$ cat config.mk
export PLATFORM = sky130hd
export DESIGN_NAME = sram_port_arbiter
export DESIGN_NICKNAME = d
export VERILOG_FILES = /design/src/rtl/sram_port_arbiter_pkg.sv /design/src/rtl/sram_port_arbiter_rsp_pipe.sv /design/src/rtl/sram_port_arbiter.sv
export SDC_FILE = /design/constraint.sdc
export NUM_CORES = 1
export LEC_CHECK = 0
export BUFFER_PORTS_ARGS = -buffer_cell sky130_fd_sc_hd__buf_2
export CAP_MARGIN = 20
export CORE_UTILIZATION = 42
export DETAILED_ROUTE_END_ITERATION = 10
export GPL_TIMING_DRIVEN = 0
export PLACE_DENSITY = 0.78
export RECOVER_POWER = 25
export SLEW_MARGIN = 40
export SYNTH_ARGS = -nofsm -noshare
export SYNTH_HDL_FRONTEND = slang
export SYNTH_SLANG_ARGS = --single-unit
$ cat constraint.sdc
create_clock -name clk -period 2 [get_ports clk]
set_clock_uncertainty 0.2 [all_clocks]
set_input_delay 0.2 -clock clk [delete_from_list [all_inputs] [get_ports clk]]
set_output_delay 0.2 -clock clk [all_outputs]
set_load 0.1 [all_outputs]
$ cat src/rtl/sram_port_arbiter_pkg.sv
// sram_team_pkg: shared types and defaults for the SRAM port arbiter slice.
package sram_team_pkg;

  localparam int unsigned AW_DEF = 14;
  localparam int unsigned DW_DEF = 32;

  // Requester identifiers carried through the response pipeline.
  typedef enum logic {
    REQ_A = 1'b0,
    REQ_B = 1'b1
  } req_id_e;

  // Arbiter FSM: ISSUE doubles as idle; SWITCH is the config-change bubble.
  typedef enum logic {
    ISSUE  = 1'b0,
    SWITCH = 1'b1
  } arb_state_e;

  // SRAM width/mask configuration as seen on the interface pins.
  typedef struct packed {
    logic [2:0] conf;
    logic       out_reg;
  } sram_cfg_t;

  localparam sram_cfg_t CFG_RESET = '{conf: 3'd0, out_reg: 1'b0};

  // One slot of the read-response pipeline.
  typedef struct packed {
    logic    valid;
    req_id_e id;
  } rsp_tag_t;

  // The requester that is not `id`; used to advance the round-robin pointer.
  function automatic req_id_e other_req(input req_id_e id);
    return (id == REQ_A) ? REQ_B : REQ_A;
  endfunction

endpackage

$ cat src/rtl/sram_port_arbiter_rsp_pipe.sv
// sram_rsp_pipe: fixed-depth shift register of {valid, id} tags that tracks
// in-flight reads so data returning from the SRAM can be steered.
module sram_rsp_pipe
  import sram_team_pkg::*;
#(
  parameter int unsigned DEPTH = 3
) (
  input  logic     clk,
  input  logic     rst,
  input  rsp_tag_t push_i,
  output rsp_tag_t pop_o
);

  rsp_tag_t [DEPTH-1:0] stage_q;
  rsp_tag_t [DEPTH-1:0] stage_d;

  // Shift every slot one position per cycle; new tag enters slot 0.
  always_comb begin
    stage_d    = stage_q;
    stage_d[0] = push_i;
    for (int unsigned i = 1; i < DEPTH; i++) begin
      stage_d[i] = stage_q[i-1];
    end
  end

  // Register the pipeline; reset drops every in-flight tag.
  always_ff @(posedge clk) begin
    if (rst) begin
      stage_q <= '0;
    end else begin
      stage_q <= stage_d;
    end
  end

  assign pop_o = stage_q[DEPTH-1];

endmodule

$ cat src/rtl/sram_port_arbiter.sv
// sram_port_arbiter: shares one SRAM interface between requesters A and B
// with round-robin arbitration, registered command pins, a bubble on
// configuration change and latency-matched read data steering.
module sram_port_arbiter
  import sram_team_pkg::*;
#(
  parameter int unsigned RD_LAT = 2,
  parameter int unsigned AW     = AW_DEF,
  parameter int unsigned DW     = DW_DEF
) (
  input  logic          clk,
  input  logic          rst,
  // requester A
  input  logic          a_valid,
  output logic          a_ready,
  input  logic          a_we,
  input  logic [AW-1:0] a_addr,
  input  logic [2:0]    a_conf,
  input  logic          a_out_reg,
  input  logic [DW-1:0] a_wdata,
  output logic          a_rvalid,
  output logic [DW-1:0] a_rdata,
  // requester B
  input  logic          b_valid,
  output logic          b_ready,
  input  logic          b_we,
  input  logic [AW-1:0] b_addr,
  input  logic [2:0]    b_conf,
  input  logic          b_out_reg,
  input  logic [DW-1:0] b_wdata,
  output logic          b_rvalid,
  output logic [DW-1:0] b_rdata,
  // sram interface side
  output logic          csb,
  output logic          web,
  output logic [AW-1:0] addr,
  output logic [2:0]    conf,
  output logic          out_reg,
  output logic [DW-1:0] d_fabric_in,
  input  logic [DW-1:0] d_fabric_out
);

  arb_state_e    state_q, state_d;
  req_id_e       rr_ptr_q, rr_ptr_d;
  sram_cfg_t     last_cfg_q, last_cfg_d;
  logic          csb_q, csb_d;
  logic          web_q, web_d;
  logic [AW-1:0] addr_q, addr_d;
  logic [DW-1:0] din_q, din_d;
  logic          a_rvalid_q, a_rvalid_d;
  logic          b_rvalid_q, b_rvalid_d;
  logic [DW-1:0] a_rdata_q, a_rdata_d;
  logic [DW-1:0] b_rdata_q, b_rdata_d;

  req_id_e       winner;
  logic          any_valid;
  logic          win_we;
  logic [AW-1:0] win_addr;
  logic [DW-1:0] win_wdata;
  sram_cfg_t     win_cfg;
  logic          cfg_match;
  logic          grant;
  rsp_tag_t      rsp_push;
  rsp_tag_t      rsp_pop;

  // Pick the winner: a lone valid requester wins, otherwise rr_ptr decides.
  always_comb begin
    any_valid = a_valid | b_valid;
    winner    = rr_ptr_q;
    if (a_valid && !b_valid) begin
      winner = REQ_A;
    end else if (b_valid && !a_valid) begin
      winner = REQ_B;
    end
  end

  // Mux the winner's command fields and compare its config to the pins.
  always_comb begin
    if (winner == REQ_A) begin
      win_we    = a_we;
      win_addr  = a_addr;
      win_wdata = a_wdata;
      win_cfg   = '{conf: a_conf, out_reg: a_out_reg};
    end else begin
      win_we    = b_we;
      win_addr  = b_addr;
      win_wdata = b_wdata;
      win_cfg   = '{conf: b_conf, out_reg: b_out_reg};
    end
    cfg_match = (win_cfg == last_cfg_q);
    grant     = (state_q == ISSUE) && any_valid && cfg_match;
    a_ready   = grant && (winner == REQ_A);
    b_ready   = grant && (winner == REQ_B);
  end

  // Next-state for FSM, command pins, rr pointer and response tag.
  always_comb begin
    state_d    = ISSUE;
    rr_ptr_d   = rr_ptr_q;
    last_cfg_d = last_cfg_q;
    csb_d      = 1'b1;
    web_d      = 1'b1;
    addr_d     = addr_q;
    din_d      = din_q;
    rsp_push   = '0;
    if (state_q == ISSUE && any_valid) begin
      if (cfg_match) begin
        csb_d          = 1'b0;
        web_d          = ~win_we;
        addr_d         = win_addr;
        rr_ptr_d       = other_req(winner);
        rsp_push.valid = ~win_we;
        rsp_push.id    = winner;
        if (win_we) begin
          din_d = win_wdata;
        end
      end else begin
        // New config goes onto the pins now; the command itself waits for
        // the bubble so the SRAM never sees a command under a stale config.
        last_cfg_d = win_cfg;
        state_d    = SWITCH;
      end
    end
  end

  // Steer data leaving the response pipeline to its issuing requester.
  always_comb begin
    a_rvalid_d = rsp_pop.valid && (rsp_pop.id == REQ_A);
    b_rvalid_d = rsp_pop.valid && (rsp_pop.id == REQ_B);
    a_rdata_d  = a_rvalid_d ? d_fabric_out : a_rdata_q;
    b_rdata_d  = b_rvalid_d ? d_fabric_out : b_rdata_q;
  end

  // FSM and all registered outputs.
  always_ff @(posedge clk) begin
    if (rst) begin
      state_q    <= ISSUE;
      rr_ptr_q   <= REQ_A;
      last_cfg_q <= CFG_RESET;
      csb_q      <= 1'b1;
      web_q      <= 1'b1;
      addr_q     <= '0;
      din_q      <= '0;
      a_rvalid_q <= 1'b0;
      b_rvalid_q <= 1'b0;
      a_rdata_q  <= '0;
      b_rdata_q  <= '0;
    end else begin
      state_q    <= state_d;
      rr_ptr_q   <= rr_ptr_d;
      last_cfg_q <= last_cfg_d;
      csb_q      <= csb_d;
      web_q      <= web_d;
      addr_q     <= addr_d;
      din_q      <= din_d;
      a_rvalid_q <= a_rvalid_d;
      b_rvalid_q <= b_rvalid_d;
      a_rdata_q  <= a_rdata_d;
      b_rdata_q  <= b_rdata_d;
    end
  end

  // Slot RD_LAT is reached when the SRAM data is on d_fabric_out.
  sram_rsp_pipe #(
    .DEPTH (RD_LAT + 1)
  ) u_rsp_pipe (
    .clk    (clk),
    .rst    (rst),
    .push_i (rsp_push),
    .pop_o  (rsp_pop)
  );

  assign csb         = csb_q;
  assign web         = web_q;
  assign addr        = addr_q;
  assign conf        = last_cfg_q.conf;
  assign out_reg     = last_cfg_q.out_reg;
  assign d_fabric_in = din_q;
  assign a_rvalid    = a_rvalid_q;
  assign b_rvalid    = b_rvalid_q;
  assign a_rdata     = a_rdata_q;
  assign b_rdata     = b_rdata_q;

endmodule
After elaboration in Yosys (flattened, before gate mapping)
Index checks and enable logic that the tools add are counted.
- logic and storage cells: 49
- register bits after elaboration: 126
- reduce and logical (&&, ||, !) cells: 15
- bitwise gates (word level): 7
- muxes and demuxes: 8
- equal/unequal tests: 1
- operator list (kind ; count):
    2-to-1 mux 32 bit ; 1
    2-to-1 mux 14 bit ; 1
    logical AND 1 bit ; 8
    inverter 1 bit ; 6
    2-to-1 mux 1 bit ; 5
    equality test 4 bit ; 1
    2-to-1 mux 4 bit ; 1
    AND reduction 2 bit ; 2
    AND reduction 3 bit ; 1
    OR reduction 3 bit ; 1
    zero test 1 bit ; 2
    OR reduction 2 bit ; 1
    bitwise OR 1 bit ; 1

Longest topological paths before layout
Gate-level depths: netlist (run 1).
- depth in word-level cells: 8
- gate-level depth with buffers: 11
- depth with buffers taken out: 6

By module
Synthesis (run 1) repeated with hierarchy kept, for this count alone.
- cells, all modules: 585
- area, all modules: 5240.0 um2
- modules (own cells, without submodules) (module ; instances ; area each (um2) ; cells each ; seq. area each (um2)):
    sram_port_arbiter ; 1 ; 5082.4 ; 573 ; 2402.3
    sram_rsp_pipe ; 1 ; 157.7 ; 12 ; 120.1

Worst setup path after synthesis (run 1)
Ideal clock, no wire load.
- path kind: flip-flop to output port
- from: reg last_cfg_q, in the netlist conf[0]
- to: out a_ready
- stages on the path, launching flop included: 7
- setup slack: -1.705 ns
- buffers on the path: 2
- data required time: 1.600 ns
- data arrival time: 3.305 ns
- cells stage by stage: dfxtp_1 nor3_1 nor4b_4 buf_4 buf_6 nand3_1 nor2_1
- longest elaborated chain between the ends: 3
- RTL lines (what ; line ; text):
    start, declared ; sram_port_arbiter.sv:45 ; sram_cfg_t last_cfg_q, last_cfg_d;
    start signal, assigned ; sram_port_arbiter.sv:151 ; last_cfg_q <= last_cfg_d;
    equality test 4 bit ; sram_port_arbiter.sv:90 ; cfg_match = (win_cfg == last_cfg_q);
    logical AND 1 bit ; sram_port_arbiter.sv:91 ; grant = (state_q == ISSUE) && any_valid && cfg_match;
    logical AND 1 bit ; sram_port_arbiter.sv:92 ; a_ready = grant && (winner == REQ_A);
    end, declared ; sram_port_arbiter.sv:15 ; output logic a_ready,
Every way passes these cells.

Final worst setup path (run 1)
- from: reg rr_ptr_q
- to: out b_ready
- longest elaborated chain between the ends: 6
- RTL lines (what ; line ; text):
    start, declared ; sram_port_arbiter.sv:44 ; req_id_e rr_ptr_q, rr_ptr_d;
    start signal, assigned ; sram_port_arbiter.sv:150 ; rr_ptr_q <= rr_ptr_d;
    2-to-1 mux 1 bit (*) ; sram_port_arbiter.sv:72 ; end else if (b_valid && !a_valid) begin
    2-to-1 mux 1 bit (*) ; sram_port_arbiter.sv:70 ; if (a_valid && !b_valid) begin
    2-to-1 mux 4 bit ; sram_port_arbiter.sv:79 ; if (winner == REQ_A) begin
    equality test 4 bit ; sram_port_arbiter.sv:90 ;
    logical AND 1 bit ; sram_port_arbiter.sv:91 ;
    logical AND 1 bit (*) ; sram_port_arbiter.sv:93 ; b_ready = grant && (winner == REQ_B);
    end, declared ; sram_port_arbiter.sv:25 ; output logic b_ready,
Mark *: on every way between the ends. The rest lies on a longest branch, timed or not.

==> results.txt, run 1 <==
Status: complete, but fails checks
Violated checks: negative setup slack
Syn. warnings: 0
Final hold viol count: 0
Gate power share: 22.3%
Row count: 40
Gr ovfl total: 0
CP Data Arrival Time: 2.48 ns
Fmax: 347.0 MHz
Int Pwr: 5.410 mW
RR Startpoint: rr_ptr_q
P_sw: 2.212 mW
Via density per instance: 5.389
Initial Utilization: 43.61%
Core Region: 12160 um^2
Area leader, netlist: dfxtp_1
Tcrit/Tclk final: 144.1%
Worst min path class: in -> reg
Design area: 9303 um^2
Final hold slack: 0.03141 ns
CTS buffer count: 17
Die X: 114.4 um
Sw Share: 29.02%
Max-Cap Viols: 0
Number of synthesized register bits: 126
CP endpoint: b_ready
DR pass1 iterations: 7
P&R area growth vs syn: 75.40%
# clock sinks: 126
R2r setup slk: -0.69 ns
CTS tree: yes
Via Count: 6510
Tmin final: 2.882 ns
Startpoint types: flop
Kind of critical path: reg -> out
Unrepaired setup endpoints after global routing: true
Clock power frac: 43.6%
Syn_area_per_cell: 8.840 um^2
Cell variety after synth: 29
Worst-path clk slew: 0.06 ns
First-pass GRT wire length: 33.41 mm
Reg power frac: 34.2%
CP startpoint: rr_ptr_q
Peak VDD IR: 0.5128 mV
Clk Tree Root Cell: clkbuf_16
Power Density: 819.4 nW/um^2
Vias in the first global route: 6542
Final setup TNS: -32.62 ns
Total GRT Usage: 33.42%
Share of cells above drive strength 1: 38.46%
CP required: 1.60 ns
Placed Area: 6853 um^2
Die H: 114.4 um
Final worst setup slack: -0.8816 ns
# diodes: 0
Initial antenna violation count: 0
Fin nets: 1165
Drt drc: 0
Post-Syn Nets: 738
Leak pwr: 4.094 nW
Worst Path Max Fanout: 10
Clock latency on the worst-skew pair: 0.41 ns
Io pins: 258
Post-route ant nets: 0
Largest net degree at the start of global routing: 17
Max clock buf depth: 2
GPL Wtd Cong: 0.8405
Critical R2R Capture: d_fabric_in[8]
Final core utilization: 76.49%
Post-synthesis cell area: 5304 um^2
Critical Path End Type: output pin
Reg2reg path depth: 13
DPL Wire Length: 12.19 mm
Synth area leaders: dfxtp_1 48%, nand2_1 11%, a211oi_2 7.5%
Post-Syn Instances: 600
Top-area cell type share of the netlist area: 47.56%
Headroom to the max-slew limit: 37.40%
Full die area: 13080 um^2
Post-DR wirelength/cell: 17.99 um
Sequential area share after synthesis: 47.56%
Htree depth: 4
Worst-Margin Slew: 0.9390 ns
Max Slew Vio Count: 0
Final setup viols: 54
Routed WL: 21.73 mm
Port bufs: 256
DR iter-0 viols: 526
==> stage by stage <==
step / power (mW) / setup slack, ns / instances
5_1_grt: 7.841 / -0.9560 / 1208
4_1_cts: 7.506 / -0.8715 / 1205
6_report: 7.623 / -0.8816 / 1208
2_1_floorplan: 3.496 / -0.6040 / 600
3_5_place_dp: 3.834 / -1.071 / 1024
3_3_place_gp: 3.825 / -1.068 / 1024
==> critical path, stage by stage (launching register included) <==
cell	delay, ns
dfxtp_2	0.32
buf_6	0.12
nor2b_1	0.12
a22o_1	0.21
o21a_1	0.21
nor4b_4	0.27
buf_4	0.20
buf_8	0.15
nand3_4	0.12
nor2_4	0.16
buf_12	0.18
==> power by group through the flow <==
stage | clock, mW | sequential (mW) | combinational (mW)
floorplan | 0 | 3.00 | 0.498
global placement | 0 | 2.65 | 1.18
detailed placement | 0 | 2.65 | 1.18
CTS | 3.34 | 2.60 | 1.57
global route | 3.47 | 2.61 | 1.76
finish | 3.32 | 2.60 | 1.70
==> area by class of cell <==
class / instances / area [um^2]
clock inverters: 12 / 182.7
clock buffers: 20 / 456.7
inverters: 4 / 15.01
well taps: 168 / 210.2
flip-flops and latches: 126 / 2529
multi-input cells: 409 / 2596
plain buffers: 57 / 389.1
fillers: 773 / 2859
repair buffers: 412 / 2924
==> cell families (layout without fill, tap and decap cells) <==
group	after synthesis	after routing	share of synthesized area, %
muxes	33	33	6.322
and+or+nand+nor	199	199	16.02
AOI/OAI and AO/OA	177	177	24.04
buffers and inverters	65	505	6.063
DFF	126	126	47.56
==> repair_timing <==
item                                   CTS  global route
resized for setup                       65            29
cloned                                   5             0
hold buffers                           122             0
buffers inserted                        22            12
endpoints found under the hold margin  111             0
setup endpoints to repair               54            54
pin swaps                               15            23
==> synth_stat cells <==
cell type / n
nand2_1: 157
buf_1: 1
inv_1: 4
or2_2: 1
mux2i_1: 32
nor2_1: 10
o21ai_0: 2
a21oi_1: 69
nor2b_1: 10
mux2_4: 1
o21a_1: 2
buf_6: 8
dfxtp_1: 126
clkbuf_1: 42
buf_2: 8
a21o_1: 1
and3_1: 2
a22o_1: 4
nor3_1: 10
nand3b_1: 1
buf_4: 2
a211oi_1: 6
a31oi_1: 47
nand2b_1: 3
a211oi_2: 32
nand3_1: 1
a311oi_1: 14
nor4b_4: 2
and2_1: 2
==> layout by cell type, fill, tap and decap left out, drive strengths merged, types with 4 or more instances in the layout <==
master       instances
a21oi               69
clkbuf              97
nor3                10
mux2i               32
dfxtp              126
a311oi              14
buf                270
dlygate4sd3        122
a22o                 4
a211oi              38
bufinv               4
nor2b               10
nor2                10
a31oi               47
nand2              157
inv                  6
==> worst min-delay path by stage <==
stage | from | endpoint | slack [ns] | cells past startpoint
global route | a_wdata[18] | d_fabric_in[18] | 0.02 | 3
CTS | b_wdata[8] | d_fabric_in[8] | 0.006 | 3
global placement | u_rsp_pipe.stage_d[4] | u_rsp_pipe.pop_o[0] | 0.23 | 1
finish | a_wdata[18] | d_fabric_in[18] | 0.03 | 3
floorplan | d_fabric_out[0] | a_rdata[0] | 0.14 | 2
detailed placement | u_rsp_pipe.stage_d[4] | u_rsp_pipe.pop_o[0] | 0.23 | 1
==> per-layer routing <==
| metal | up-vias | GRT usage [%] | share of wire, % |
|---|---|---|---|
| met4 | 0 | 22.08 | 5.5 |
| met1 | 3010 | 34.82 | 37 |
| met3 | 103 | 10.11 | 8.6 |
| met5 | - | 0 | 0 |
| li1 | 2970 | - | - |
| met2 | 427 | 58.22 | 49 |
Note: power is estimated with default switching activity, not from simulation.
==> inputs of run 2 (changes only) <==
--- a/config.mk
+++ b/config.mk
@@ -10,8 +10,9 @@
 export CORE_UTILIZATION = 42
 export DETAILED_ROUTE_END_ITERATION = 10
 export GPL_TIMING_DRIVEN = 0
-export PLACE_DENSITY = 0.78
+export PLACE_DENSITY = 0.86
 export RECOVER_POWER = 25
+export REMOVE_ABC_BUFFERS = 1
 export SLEW_MARGIN = 40
 export SYNTH_ARGS = -nofsm -noshare
 export SYNTH_HDL_FRONTEND = slang
==> run 2 against run 1 <==
The flow still finishes with violations (negative setup slack). Fmax up 5.8%. Clock-buffer cell count unchanged. Non-clock buffer count down 34. Flip-flop and latch count is the same. Cell area increased by 1.6%. Hold slack worse by 0.021 ns. Final cell count fell by 2.5%. Combinational power grew 12%. Power down 1.3%. Largest power group unchanged. Critical endpoint is now a_ready. Sequential power barely moved.
==> results.txt, run 2 (same netlist as run 1, synthesis figures left out) <==
Status: complete, but fails checks
Violated checks: negative setup slack
Kind of critical path: reg -> out
Final hold viol count: 0
Clock latency on the worst-skew pair: 0.40 ns
Post-route ant nets: 0
CP cell instances: nor2b_4, a22o_1, o21a_1, nor4b_4, buf_6, buf_8, nand3_4, nor2_4, buf_12
Vias in the first global route: 6763
Core Region: 12160 um^2
Headroom to the max-slew limit: 45.39%
Startpoint types: flop
Commonest non-fill, non-tap cell in the layout: buf_2
Htree depth: 4
Via density per instance: 5.794
Worst-Margin Slew: 0.8191 ns
Final hold slack: 0.01090 ns
Worst Path Max Fanout: 6
Share of cells above drive strength 1: 43.11%
Worst-path clk slew: 0.05 ns
Die H: 114.4 um
Slowest CP cell: dfxtp_4
Drt drc: 0
Largest stage delay on the critical path: 0.36 ns
Full die area: 13080 um^2
Tmin final: 2.724 ns
CTS tree: yes
Port bufs: 257
Io pins: 258
FILL cells: 696
Critical Path End Type: output pin
Delay-heaviest family, CP: simple AND/OR/NAND/NOR gates
Commonest non-fill, non-tap cells in the layout: 216 x buf_2, 156 x nand2_1, 125 x dfxtp_1
Initial Utilization: 43.61%
Worst min path class: in -> reg
Unrepaired setup endpoints after global routing: true
Final setup viols: 54
P&R area growth vs syn: 78.25%
Row count: 40
Leak pwr: 4.111 nW
CTS buffer count: 17
Final setup TNS: -26.21 ns
CP Data Arrival Time: 2.32 ns
Fin nets: 1134
Max clock buf depth: 2
Die X: 114.4 um
DPL Wire Length: 10.58 mm
Largest net degree at the start of global routing: 66
Max Slew Vio Count: 0
Max-Cap Viols: 0
DR pass1 iterations: 5
# clock sinks: 126
Via Count: 6825
DR iter-0 viols: 856
Fmax: 367.1 MHz
Final worst setup slack: -0.7244 ns
Clk Tree Root Cell: clkbuf_16
Tcrit/Tclk final: 136.2%
Post-DR wirelength/cell: 21.24 um
Gr ovfl total: 0
Routed WL: 25.02 mm
GPL Wtd Cong: 0.7692
Total GRT Usage: 34.81%
Power Density: 796.1 nW/um^2
Peak VDD IR: 0.4839 mV
Worst path bufs/invs: 3
Initial antenna violation count: 0
First-pass GRT wire length: 34.68 mm
CP required: 1.60 ns
[run 2: cell types whose count changed in the layout (fill, tap and decap cells not counted), moves of 4 or more]
cell	previous run	this run
buf_4	15	23
buf_6	17	13
buf_12	6	13
dlygate4sd3_1	122	117
clkbuf_1	38	0
dfxtp_2	5	0
buf_2	220	216
dfxtp_1	121	125
a31oi_4	0	5
a31oi_2	0	8
a31oi_1	47	34
[run 2: worst reg2reg max path, delay by kind of cell (launching register included)]
kind                   cells  cell delay (ns)
DFF                        1             0.36
AOI/OAI and AO/OA          4             0.88
and+or+nand+nor            2             0.44
buffers and inverters      6             0.71
[run 2: path summary, 6_finish.rpt]
check / cells after the start / slack, ns / from / endpoint
worst max register to register: 12 / -0.71 / rr_ptr_q / addr[8]
worst min register to register: 1 / 0.23 / u_rsp_pipe.stage_d[3] / u_rsp_pipe.stage_d[5]
worst max-delay path: 9 / -0.72 / rr_ptr_q / a_ready
worst min-delay path: 3 / 0.01 / b_wdata[30] / d_fabric_in[30]
[run 2: power by group]
group	internal, mW	switching (mW)
Combinational	0.775	1.12
Sequential	2.56	0.0444
Clock	1.82	1.20
[run 2: final cells by class]
type | count | area, um^2 | area share (%)
Inverter | 4 | 15.01 | 0.1588
Sequential cell | 126 | 2526 | 26.72
Multi-Input combinational cell | 412 | 2835 | 29.99
Tap cell | 168 | 210.2 | 2.223
Antenna cell | 1 | 2.502 | 0.02647
Timing Repair Buffer | 435 | 3287 | 34.77
Clock buffer | 20 | 466.7 | 4.936
Clock inverter | 12 | 111.4 | 1.178
[run 2: per-stage QoR]
stage	cell area, um^2	cells	util [%]	power (mW)	worst slack, ns
3_3_place_gp	6494	964	53.40	3.733	-3.609
3_5_place_dp	6724	979	55.29	3.808	-1.462
6_report	9454	1178	77.74	7.527	-0.7244
2_1_floorplan	4997	539	-	3.392	-3.335
4_1_cts	9225	1173	75.85	7.238	-0.6766
5_1_grt	9452	1177	77.72	7.695	-0.8035
[run 2: per-layer routing]
metal | part of all wire (%) | up-vias | GRT usage (%)
met2 | 48 | 596 | 60.61
li1 | - | 2901 | -
met1 | 35 | 3172 | 36.49
met3 | 11 | 156 | 10.75
met5 | 0 | - | 0
met4 | 6.6 | 0 | 22.16
[run 2: timing repair]
| item | CTS | global route |
|---|---|---|
| cloned | 7 | 1 |
| pin swaps | 23 | 25 |
| hold endpoints to repair | 106 | 0 |
| setup buffers | 38 | 7 |
| resized for setup | 66 | 44 |
| setup endpoints to repair | 54 | 54 |
| hold buffers | 117 | 0 |
==> inputs of run 3 (changes only) <==
--- a/config.mk
+++ b/config.mk
@@ -7,10 +7,11 @@
 export LEC_CHECK = 0
 export BUFFER_PORTS_ARGS = -buffer_cell sky130_fd_sc_hd__buf_2
 export CAP_MARGIN = 20
-export CORE_UTILIZATION = 42
+export CORE_UTILIZATION = 43
+export CTS_BUF_LIST = sky130_fd_sc_hd__clkbuf_4
 export DETAILED_ROUTE_END_ITERATION = 10
 export GPL_TIMING_DRIVEN = 0
-export PLACE_DENSITY = 0.86
+export PLACE_DENSITY = 0.87
 export RECOVER_POWER = 25
 export REMOVE_ABC_BUFFERS = 1
 export SLEW_MARGIN = 40
==> run 3 against run 2 <==
The flow still finishes with violations (negative setup slack). Combinational power fell by 21%. Non-clock buffer count decreased by 22. Critical path depth fell by 2. Clock power decreased by 26%. Flip-flop and latch count is the same. Utilization is 6.5 points lower. Hold slack improved by 0.055 ns. Routed wire length fell by 14%. Die area shrank 2.3%. Global-route usage shrank 1.7 points.
==> results.txt, run 3 (same netlist as run 1, synthesis figures left out) <==
Worst min path class: in -> reg
Power Density: 740.6 nW/um^2
Final worst setup slack: -0.8247 ns
Met3 Use GR: 10.18%
Int Pwr: 4.359 mW
DR pass1 iterations: 6
CTS buffer count: 17
Violated checks: negative setup slack
Met2 Use GR: 56.24%
Total Power: 6.336 mW
Final hold viol count: 0
Slowest CP cell: and2_2
Worst Path Max Fanout: 34
GPL Wtd Cong: 0.7604
# diodes: 0
CP required: 2.21 ns
Worst-Margin Slew: 1.236 ns
DR iter-0 viols: 675
Headroom to the max-slew limit: 17.39%
Dpl ws: -1.450 ns
Leak pwr: 3.813 nW
Die X: 113.1 um
Reg power frac: 41.0%
Status: complete, but fails checks
Worst-path clk slew: 0.12 ns
Final setup TNS: -34.66 ns
Design area: 8554 um^2
Hold depth: 6
Reg2reg path depth: 7
Initial Utilization: 44.16%
Port bufs: 257
Tcrit/Tclk final: 141.2%
Total GRT Usage: 33.10%
Die H: 113.1 um
Commonest non-fill, non-tap cells in the layout: 253 x buf_2, 157 x nand2_1, 132 x dlygate4sd3_1
Fin cells: 1132
Commonest non-fill, non-tap cell in the layout: buf_2
Sw Share: 31.20%
Initial antenna violation count: 1
Fin nets: 1110
Unrepaired setup endpoints after global routing: true
Final hold slack: 0.06592 ns
# clock sinks: 126
Largest stage delay on the critical path: 0.57 ns
Post-DR wirelength/cell: 18.91 um
P&R area growth vs syn: 61.29%
DPL Wire Length: 10.30 mm
Startpoint types: flop
Max-Cap Viols: 0
Max Slew Vio Count: 0
CTS tree: yes
Largest net degree at the start of global routing: 65
Critical Path End Type: flop
Via density per instance: 5.716
First-pass GRT wire length: 32.92 mm
Peak VDD IR: 0.4156 mV
Core Region: 12010 um^2
Kind of critical path: reg -> reg
Placed Area: 6651 um^2
GRT busiest layer: met2
Final setup viols: 54
Drt drc: 0
Share of cells above drive strength 1: 37.36%
Routed WL: 21.40 mm
Gr ovfl total: 0
DP Cell Count: 956
Row count: 40
CP Data Arrival Time: 3.04 ns
Htree depth: 4
CP cell instances: buf_6, buf_4, a21o_2, mux2_4, and2_2, and3_4, a211oi_2
Io pins: 258
Vias in the first global route: 6499
Clock power frac: 35.3%
Clock latency on the worst-skew pair: 0.52 ns
Met1 Use GR: 34.63%
Full die area: 12780 um^2
Fmax: 354.0 MHz
Post-route ant nets: 0
Clk Tree Root Cell: clkbuf_4
Max clock buf depth: 2
Tmin final: 2.825 ns
Gate power share: 23.7%
Via Count: 6470
Final core utilization: 71.22%
P_sw: 1.977 mW
## run 3: changes by cell type in the layout (fill, tap and decap cells not counted), moves of 6 or more
cell,previous run,this run
buf_2,216,253
clkbuf_2,38,1
clkbuf_16,18,0
clkbuf_4,1,17
dlygate4sd3_1,117,132
a31oi_1,34,47
buf_12,13,2
a31oi_2,8,0
buf_4,23,15
buf_6,13,5
buf_8,10,4
## run 3: cell type report
type / count / area (um^2)
fill: 773 / 3457
timing repair buffer: 413 / 2889
multi-input combinational: 410 / 2571
sequential: 126 / 2526
clock inverter: 15 / 241.5
tap: 147 / 183.9
clock buffer: 17 / 127.6
inverter: 4 / 15.01
## run 3: path summary, 6_finish.rpt
kind,start,endpoint,slack (ns)
max,rr_ptr_q,d_fabric_in[14],-0.82
max reg2reg,rr_ptr_q,d_fabric_in[14],-0.82
min reg2reg,u_rsp_pipe.stage_d[4],u_rsp_pipe.pop_o[0],0.24
min,b_conf[0],conf[0],0.07
## run 3: power groups by stage
| stage | clock (mW) | sequential (mW) | combinational [mW] |
|---|---|---|---|
| floorplan | 0 | 3.00 | 0.394 |
| CTS | 2.26 | 2.59 | 1.41 |
| global placement | 0 | 2.65 | 1.09 |
| global route | 2.37 | 2.60 | 1.56 |
| detailed placement | 0 | 2.65 | 1.14 |
| finish | 2.23 | 2.60 | 1.50 |
## run 3: worst max-delay path, delay by kind of cell (launching register included)
family,cells,cell delay [ns]
AO/OA/AOI/OAI,2,0.50
buffers and inverters,2,0.24
flip-flops,1,0.40
AND/OR/NAND/NOR,2,1.10
multiplexers,1,0.25
## run 3: metal layers
layer	vias up	wire length, um
met5	-	8
met4	2	1393
met3	135	2097
met2	483	10270
met1	2986	7637
li1	2864	-
## run 3: repair_timing
action | 4_1_cts | 5_1_grt
hold buffers | 132 | 0
endpoints found under the hold margin | 117 | 0
buffers inserted | 9 | 2
pin swaps | 7 | 4
setup endpoints to repair | 54 | 54
cloned | 1 | 0
gates resized for setup | 27 | 7
